<file path="src/rtl/uart_control_tx.sv">
// Control-frame UART sender: 6-byte checksummed frame (HDR0 HDR1 hi lo CHK TRAILER), 8N1, LSB first.
// Bit time is 16 ticks of a bps_div clock divider; tx/busy/done are registered.
module uart_control_tx #(
  parameter int         GAP_BITS = 0,
  parameter logic [7:0] HDR0     = 8'hA5,
  parameter logic [7:0] HDR1     = 8'h5A,
  parameter logic [7:0] TRAILER  = 8'h0D
) (
  input  logic        clock,
  input  logic        reset,
  input  logic        start,
  input  logic [15:0] control,
  input  logic [15:0] bps_div,
  output logic        tx,
  output logic        busy,
  output logic        done
);

  typedef enum logic [2:0] {S_IDLE, S_START, S_DATA, S_STOP, S_GAP, S_DONE} state_t;

  localparam logic [3:0] GAP_LAST = (GAP_BITS > 0) ? 4'(GAP_BITS - 1) : 4'd0;

  state_t      state, state_nx;
  logic [15:0] ctrl_q, div_q, div_cnt;
  logic [7:0]  chk_q, chk_in, shift, shift_nx, cur_byte;
  logic [3:0]  tick_cnt, gap_cnt;
  logic [2:0]  bit_cnt, byte_idx;
  logic        tick, bit_end, accept;
  logic        tx_d, busy_d, done_d;

  assign accept  = (state == S_IDLE) && start;
  assign tick    = (div_cnt == div_q - 16'd1);
  assign bit_end = tick && (tick_cnt == 4'hF);
  // Makes the 8-bit sum of bytes 0..4 come out to zero.
  assign chk_in  = 8'h00 - (HDR0 + HDR1 + control[15:8] + control[7:0]);

  always_comb begin
    case (byte_idx)
      3'd0:    cur_byte = HDR0;
      3'd1:    cur_byte = HDR1;
      3'd2:    cur_byte = ctrl_q[15:8];
      3'd3:    cur_byte = ctrl_q[7:0];
      3'd4:    cur_byte = chk_q;
      default: cur_byte = TRAILER;
    endcase
  end

  always_comb begin
    shift_nx = shift;
    if (state == S_START && bit_end)     shift_nx = cur_byte;
    else if (state == S_DATA && bit_end) shift_nx = {1'b0, shift[7:1]};
  end

  // State register plus datapath counters.
  always_ff @(posedge clock) begin
    if (reset) begin
      state    <= S_IDLE;
      tx       <= 1'b1;
      busy     <= 1'b0;
      done     <= 1'b0;
      shift    <= '0;
      ctrl_q   <= '0;
      div_q    <= 16'd1;
      chk_q    <= '0;
      div_cnt  <= '0;
      tick_cnt <= '0;
      bit_cnt  <= '0;
      gap_cnt  <= '0;
      byte_idx <= '0;
    end else begin
      state <= state_nx;
      tx    <= tx_d;
      busy  <= busy_d;
      done  <= done_d;
      shift <= shift_nx;
      if (accept) begin
        ctrl_q   <= control;
        div_q    <= (bps_div == 16'd0) ? 16'd1 : bps_div;
        chk_q    <= chk_in;
        div_cnt  <= '0;
        tick_cnt <= '0;
        bit_cnt  <= '0;
        gap_cnt  <= '0;
        byte_idx <= '0;
      end else if (state != S_IDLE && state != S_DONE) begin
        div_cnt <= tick ? 16'd0 : div_cnt + 16'd1;
        if (tick) tick_cnt <= tick_cnt + 4'd1;
        if (bit_end) begin
          case (state)
            S_DATA: bit_cnt <= bit_cnt + 3'd1;
            S_STOP: begin
              gap_cnt <= '0;
              if (byte_idx != 3'd5) byte_idx <= byte_idx + 3'd1;
            end
            S_GAP:   gap_cnt <= gap_cnt + 4'd1;
            default: ;
          endcase
        end
      end
    end
  end

  always_comb begin
    state_nx = state;
    case (state)
      S_IDLE:  if (start) state_nx = S_START;
      S_START: if (bit_end) state_nx = S_DATA;
      S_DATA:  if (bit_end && bit_cnt == 3'd7) state_nx = S_STOP;
      S_STOP: begin
        if (bit_end) begin
          if (byte_idx == 3'd5)  state_nx = S_DONE;
          else if (GAP_BITS > 0) state_nx = S_GAP;
          else                   state_nx = S_START;
        end
      end
      S_GAP:   if (bit_end && gap_cnt == GAP_LAST) state_nx = S_START;
      S_DONE:  state_nx = S_IDLE;
      default: state_nx = S_IDLE;
    endcase
  end

  // Outputs are decoded from the next state so the registered tx lines up with it.
  always_comb begin
    tx_d   = 1'b1;
    busy_d = 1'b0;
    done_d = 1'b0;
    case (state_nx)
      S_START: begin tx_d = 1'b0;        busy_d = 1'b1; end
      S_DATA:  begin tx_d = shift_nx[0]; busy_d = 1'b1; end
      S_STOP,
      S_GAP:   busy_d = 1'b1;
      S_DONE:  done_d = 1'b1;
      default: ;
    endcase
  end

endmodule

</file>
<file path="config.mk">
export PLATFORM = sky130hd
export DESIGN_NAME = uart_control_tx
export DESIGN_NICKNAME = d
export VERILOG_FILES = /design/src/rtl/uart_control_tx.sv
export SDC_FILE = /design/constraint.sdc
export NUM_CORES = 1
export LEC_CHECK = 0
export BUFFER_PORTS_ARGS = -buffer_cell sky130_fd_sc_hd__buf_2
export CAP_MARGIN = 40
export CORE_UTILIZATION = 55
export CTS_BUF_LIST = sky130_fd_sc_hd__clkbuf_4
export DETAILED_ROUTE_END_ITERATION = 12
export GPL_TIMING_DRIVEN = 0
export PLACE_DENSITY = 0.88
export RECOVER_POWER = 25
export SYNTH_ARGS = -nofsm -noshare
export SYNTH_HDL_FRONTEND = slang
export SYNTH_SLANG_ARGS = --single-unit
</file>
<file path="constraint.sdc">
create_clock -name clock -period 2.9 [get_ports clock]
set_clock_uncertainty 0.05 [all_clocks]
set_input_delay 0.29 -clock clock [delete_from_list [all_inputs] [get_ports clock]]
set_output_delay 0.29 -clock clock [all_outputs]
set_load 0.05 [all_outputs]
</file>
==> metrics.csv, run 1 <==
metric;value;unit
rows;33;
setup_violations;29;
relSlewSlack;42.7;%
fin_crit_sh;112;%
vdd_drop_max;0.000254;V
overflow;0;
initial_core_util;57.9;%
power.density;414;nW/µm²
drive_gt1_share;17.2;%
htree_levels;3;
die_h;95.7;µm
timing.rr.start;div_q[0]$_SDFFE_PP1P_;
area_delta_synth_final;16.3;%
timing.final.crit_period;3250;ps
grt_first_pass_wirelength;20700;µm
synthDistinctLibCells;62;
path_class;reg2reg;
postRouteAntennaNets;0;
die_x;95.7;µm
power.sequential.fraction;53.2;%
reg2reg_depth;13;
firstDrtPassIters;6;
grt_setup_unrepaired;true;
drc_errors;0;
antenna_cells;0;
ff2ff_setup_slack;-350;ps
p_total;2.33;mW
via_per_inst;6.11;
clkTransAtPathRegs;160;ps
antenna_found_initial;0;
totalWireLength;13300;µm
path_cells;or4_4 > buf_4 > o31a_2 > o211ai_1 > nand3_1 > nand4_1 > buf_6 > nor3_4 > buf_6 > buf_6 > a21o_1 > a311oi_2 > o211ai_1;
failed_checks;negative setup slack;
r2r-end;tx$_SDFF_PP1_;
yosys_warnings;0;
grt_use_total;29.1;%
hp-class;in2reg;
yosysSeqAreaShare;34.8;%
mostFrequentLayoutCell;nand2_1;
tritoncts;built;
syn-cell-area;4830;µm²
mostFrequentLayoutCells;nand2_1, dfxtp_1, a21oi_1;
p_sw_share;32.7;%
syn-mean-instance-area;7.77;µm²
min-delay-start;bps_div[7];
cp.arrival;3510;ps
setup_slack;-353;ps
startpoint;div_q[0]$_SDFFE_PP1P_;
grt_max_degree;16;
pwr-share-comb;20.5;%
fin_setup_tns;-4660;ps
tightest_slew;858;ps
worst_path_max_delay_cell;or4_4;
max_stage_delay;550;ps
gp_congestion;0.928;
core-area;8340;µm²
maxCapViolations;0;
status;finished, violations left;
nNetsFinal;745;
clock_power_share;26.3;%
clock-root-buffer;clkbuf_4;
nFillCells;662;
die_area;9160;µm²
ys.flop_type;dfxtp_1;
cp.required;3160;ps
drt_iter0_drc;554;
grt_pass1_vias;4563;
cp_common_cell;buf_6;
hold_viol_final;0;
stdcell_count;793;
start_kind;flop;
slew_violations;0;
io_pins;38;
regArea;1690;µm²
p_leak;2.22;nW
port_buffers;36;
syn_inst;621;
dp_slack;-534;ps
min_delay_worst_endpoint;div_q[7]$_SDFFE_PP0P_;
synthArstFlopShare;0;%
power.switching;0.761;mW
wire_per_inst;16.7;µm
dp_cells;762;
fmax;307;MHz
cp_max_fo;5;
cts_sinks;84;
p_int;1.56;mW
multi_input_area;3110;µm²
clk_latency;450;ps
synth-edff-count;0;
syn_nets;682;
hold_depth;3;
holdBufCountCts;0;
vias;4848;
cts_buffer_depth;2;
cp-end-kind;flop;
cts_buffers;9;
dp_hpwl;8900;µm
ys_seq_elements;84;
-- state kept, by name (all words and copies together), names as in the netlist --
signal,flops
ctrl_q,16
div_cnt,16
div_q,16
gap_cnt,4
state,3
chk_q,8
busy,1
bit_cnt,3
shift,8
tick_cnt,4
tx,1
byte_idx,3
done,1
-- area by class of cell --
type	count	area share, %
Buffer	28	1.87
Sequential cell	84	30.2
Clock buffer	9	1.20
Clock inverter	6	0.869
Multi-Input combinational cell	478	55.4
Timing Repair Buffer	55	6.31
Tap cell	105	2.34
Inverter	28	1.87
-- kinds of logic (layout without fill, tap and decap cells) --
kind of cell               Yosys count  in the layout  share of synthesized area, %
AOI/OAI and AO/OA                  126            126                          15.8
xor gates and xnor gates            47             47                          8.53
adders and majority gates           26             26                          6.89
buffers and inverters               60            126                          4.87
DFF                                 84             84                          34.8
muxes                                8              8                          1.71
and+or+nand+nor                    270            271                          27.4
-- critical path: cells and delay by family, from the launching register on --
kind,cells,cell delay [ps]
flip-flops,1,380
AO/OA/AOI/OAI,5,1120
buffers and inverters,4,560
AND/OR/NAND/NOR,4,1030
-- how the worst max path moves through the flow --
stage                    endpoint  slack [ps]
detailed placement  tx$_SDFF_PP1_        -530
global placement    tx$_SDFF_PP1_        -450
finish              tx$_SDFF_PP1_        -350
floorplan           tx$_SDFF_PP1_         -10
CTS                 tx$_SDFF_PP1_        -180
global route        tx$_SDFF_PP1_        -430
-- power by group through the flow --
stage / clock network (mW) / registers, mW / logic [mW]
after global routing: 0.660 / 1.24 / 0.517
after CTS: 0.616 / 1.23 / 0.432
after floorplan: 0 / 1.25 / 0.289
final: 0.612 / 1.24 / 0.477
after detailed placement: 0 / 1.26 / 0.398
after global placement: 0 / 1.26 / 0.380
-- routing by layer --
layer / part of all wire, % / wire length, µm / track usage, %
met1: 40 / 5260 / 34.9
met2: 47 / 6220 / 50.6
met3: 8.8 / 1160 / 7.02
met4: 4.7 / 623 / 10.4
met5: 0 / 0 / 0
-- Yosys cell counts, types with 3 or more instances --
master	number	share of area, %
nand4_1	5	0.65
a21oi_1	65	6.7
and2_1	3	0.39
o21ai_0	16	1.7
and3_1	9	1.2
inv_1	28	2.2
or4_1	6	0.93
clkbuf_1	29	2.3
nor2b_1	6	0.78
nand2b_1	6	0.78
xnor2_1	29	5.3
nand2_1	111	8.6
a31oi_1	5	0.65
nand3_1	25	2.6
mux2i_1	6	1.2
nor3b_1	3	0.47
nor4_1	6	0.78
nor4b_1	3	0.54
xor2_1	18	3.3
a32oi_1	3	0.54
ha_1	25	6.5
or2_2	3	0.39
nor2_1	52	4.0
o211ai_1	5	0.78
or3_1	4	0.52
nand3b_1	4	0.62
nor3_1	12	1.2
a211oi_1	6	0.93
a21o_1	5	0.78
dfxtp_1	84	35
-- per-stage QoR --
| stage | util (%) | instance area [µm²] | hold slack (ps) |
|---|---|---|---|
| 2_1_floorplan | - | 4850 | 376 |
| 3_3_place_gp | 61.9 | 5160 | 388 |
| 3_5_place_dp | 61.9 | 5160 | 393 |
| 4_1_cts | 65.9 | 5500 | 11.2 |
| 5_1_grt | 67.3 | 5620 | 1.29 |
| 6_report | 67.3 | 5620 | 10.4 |
-- timing repair --
| action | in CTS | in global routing |
|---|---|---|
| buffers inserted | 13 | 6 |
| resized for setup | 35 | 15 |
| setup endpoints to repair | 37 | 40 |
| hold endpoints to repair | 0 | 0 |
| gates cloned | 0 | 1 |
| pin swaps | 14 | 13 |
Power figures use the tool's default switching activity.
==> run 2, diff against run 1 <==
- BUFFER_PORTS_ARGS: -buffer_cell sky130_fd_sc_hd__buf_2 -> unset
- DONT_BUFFER_PORTS: unset -> 1
- PLACE_DENSITY: 0.88 -> 0.84
==> metrics.csv, run 2 (synthesis results as in run 1) <==
metric;value;unit;change
die_h;95.7;µm;unchanged
clock_power_share;31.6;%;+5.3 points
cts_sinks;84;;unchanged
grtUsageMet3;4.70;%;-2.3 points
pwr-share-comb;18.3;%;-2.2 points
min-delay-start;bps_div[0];;
vias;4779;;-1.4%
nNetsFinal;731;;-1.9%
ff2ff_setup_slack;-190;ps;+170 ps
power.density;436;nW/µm²;+5.2%
area_delta_synth_final;18.1;%;
stdcell_count;780;;-1.6%
reg_top3;ctrl_q (16), div_cnt (16), div_q (16);;
io_pins;38;;unchanged
firstDrtPassIters;6;;unchanged
timing.final.crit_period;3090;ps;-168 ps
postRouteAntennaNets;0;;unchanged
p_leak;2.19;nW;-1.3%
hold_viol_final;0;;unchanged
initial_core_util;57.9;%;unchanged
gp_congestion;0.896;;-3.5%
antenna_found_initial;0;;unchanged
grt_use_total;30.3;%;+1.1 points
cts_buffer_depth;2;;unchanged
htree_levels;3;;unchanged
setup_violations;23;;-21%
startpoint;div_q[6]$_SDFFE_PP0P_;;
die_x;95.7;µm;unchanged
status;finished, violations left;;
fin_area;5700;µm²;+1.5%
clk_latency;450;ps;about the same
cp.arrival;3370;ps;-140 ps
dp_slack;-448;ps;+86.1 ps
fin_setup_tns;-1460;ps;+3210 ps
dp_hpwl;8700;µm;-2.2%
rows;33;;unchanged
fin_crit_sh;106;%;-5.8 points
drc_errors;0;;unchanged
setup_slack;-185;ps;+168 ps
p_sw_share;30.1;%;-2.7 points
grt_first_pass_wirelength;21300;µm;+3.1%
clock-root-buffer;clkbuf_4;;
power.sequential.fraction;50.1;%;-3.1 points
clkTransAtPathRegs;140;ps;-20 ps
relSlewSlack;47.1;%;+4.4 points
p_total;2.48;mW;+6.8%
dp_cells;726;;-4.7%
antenna_cells;0;;unchanged
grt_pass1_vias;4629;;+1.4%
start_kind;flop;;
hp-class;in2reg;;
drive_gt1_share;11.3;%;-5.9 points
timing.rr.start;div_q[6]$_SDFFE_PP0P_;;
max_stage_delay;480;ps;-70 ps
met1_usage;35.9;%;+1.1 points
path_class;reg2reg;;
grt_max_degree;15;;-1
drt_iter0_drc;393;;-29%
power.switching;0.747;mW;-1.9%
grt_setup_unrepaired;true;;
totalWireLength;13200;µm;-0.57%
failed_checks;negative setup slack;;
tightest_slew;792;ps;-66.3 ps
maxCapViolations;0;;unchanged
tritoncts;built;;
cp_max_fo;8;;+3
mostFrequentLayoutCell;nand2_1;;
cp.required;3180;ps;+20 ps
cp-end-kind;flop;;
overflow;0;;unchanged
die_area;9160;µm²;unchanged
wire_per_inst;16.9;µm;+1.1%
worst_path_max_delay_cell;or4_4;;
path_cells;or4_4 > or3_4 > o31a_1 > nor3_4 > nand3_2 > nor3_4 > buf_6 > buf_6 > nand3_4 > mux2i_1 > nor2_1;;
use_met2;53.6;%;+3.0 points
p_int;1.74;mW;+11%
slew_violations;0;;unchanged
top_usage_layer;met2;;
via_per_inst;6.13;;+0.22%
mostFrequentLayoutCells;nand2_1, dfxtp_1, a21oi_1;;
vdd_drop_max;0.000302;V;+19%
fmax;324;MHz;+5.4%
cts_buffers;9;;unchanged
port_buffers;0;;-100%
placed_cell_area;4980;µm²;-3.5%
core-area;8340;µm²;unchanged
==> run 2: changes by cell type in the layout (fill, tap and decap cells not counted), moves of 2 or more <==
cell and change:
buf_2 -33, dlygate4sd3_1 +31, buf_6 -2, clkinvlp_4 -3
bufinv_16 +2, buf_4 -6, clkbuf_1 -3, clkinv_1 +2
==> run 2: worst paths after layout <==
check,to,cells after the start
hold / removal,div_q[0]$_SDFFE_PP1P_,2
setup / recovery,byte_idx[1]$_SDFFE_PP0P_,11
hold reg to reg,chk_q[3]$_SDFFE_PP0P_,2
setup reg to reg,byte_idx[1]$_SDFFE_PP0P_,11
==> run 2: critical path: cells and delay by family (launching register included) <==
kind | cells | cell delay [ps]
AO/OA/AOI/OAI | 1 | 280
buffers and inverters | 2 | 260
flip-flops | 1 | 440
multiplexers | 1 | 180
AND/OR/NAND/NOR | 7 | 1750
==> run 2: layout make-up <==
cell class | instances | area (µm²)
Multi-Input combinational cell | 477 | 3100
Sequential cell | 84 | 1700
Fill cell | 668 | 2640
Clock buffer | 9 | 67.6
Tap cell | 105 | 131
Inverter | 28 | 105
Timing Repair Buffer | 41 | 400
Buffer | 29 | 113
Clock inverter | 7 | 90.1
==> run 2: power groups by stage <==
stage | clock, mW | sequential, mW | combinational (mW)
floorplan | 0 | 1.25 | 0.289
global placement | 0 | 1.26 | 0.344
detailed placement | 0 | 1.27 | 0.357
CTS | 0.775 | 1.24 | 0.419
global route | 0.826 | 1.25 | 0.496
finish | 0.784 | 1.24 | 0.455
==> run 2: metal layers <==
layer	up-vias	share of wire, %
met2	250	49
met3	59	6.3
met4	0	3.9
li1	2243	-
met5	-	0
met1	2227	40
==> run 2: stage by stage <==
step	hold slack, ps	util, %
final	9.84	68.3
after global routing	21.5	68.3
after floorplan	376	-
after detailed placement	381	59.7
after CTS	4.43	67.4
after global placement	379	59.7
==> run 2: timing repair <==
action,CTS,global route
pin swaps,14,14
endpoints found under the setup margin,38,39
endpoints found under the hold margin,32,0
setup buffers,8,2
resized for setup,33,17
hold buffers,31,0
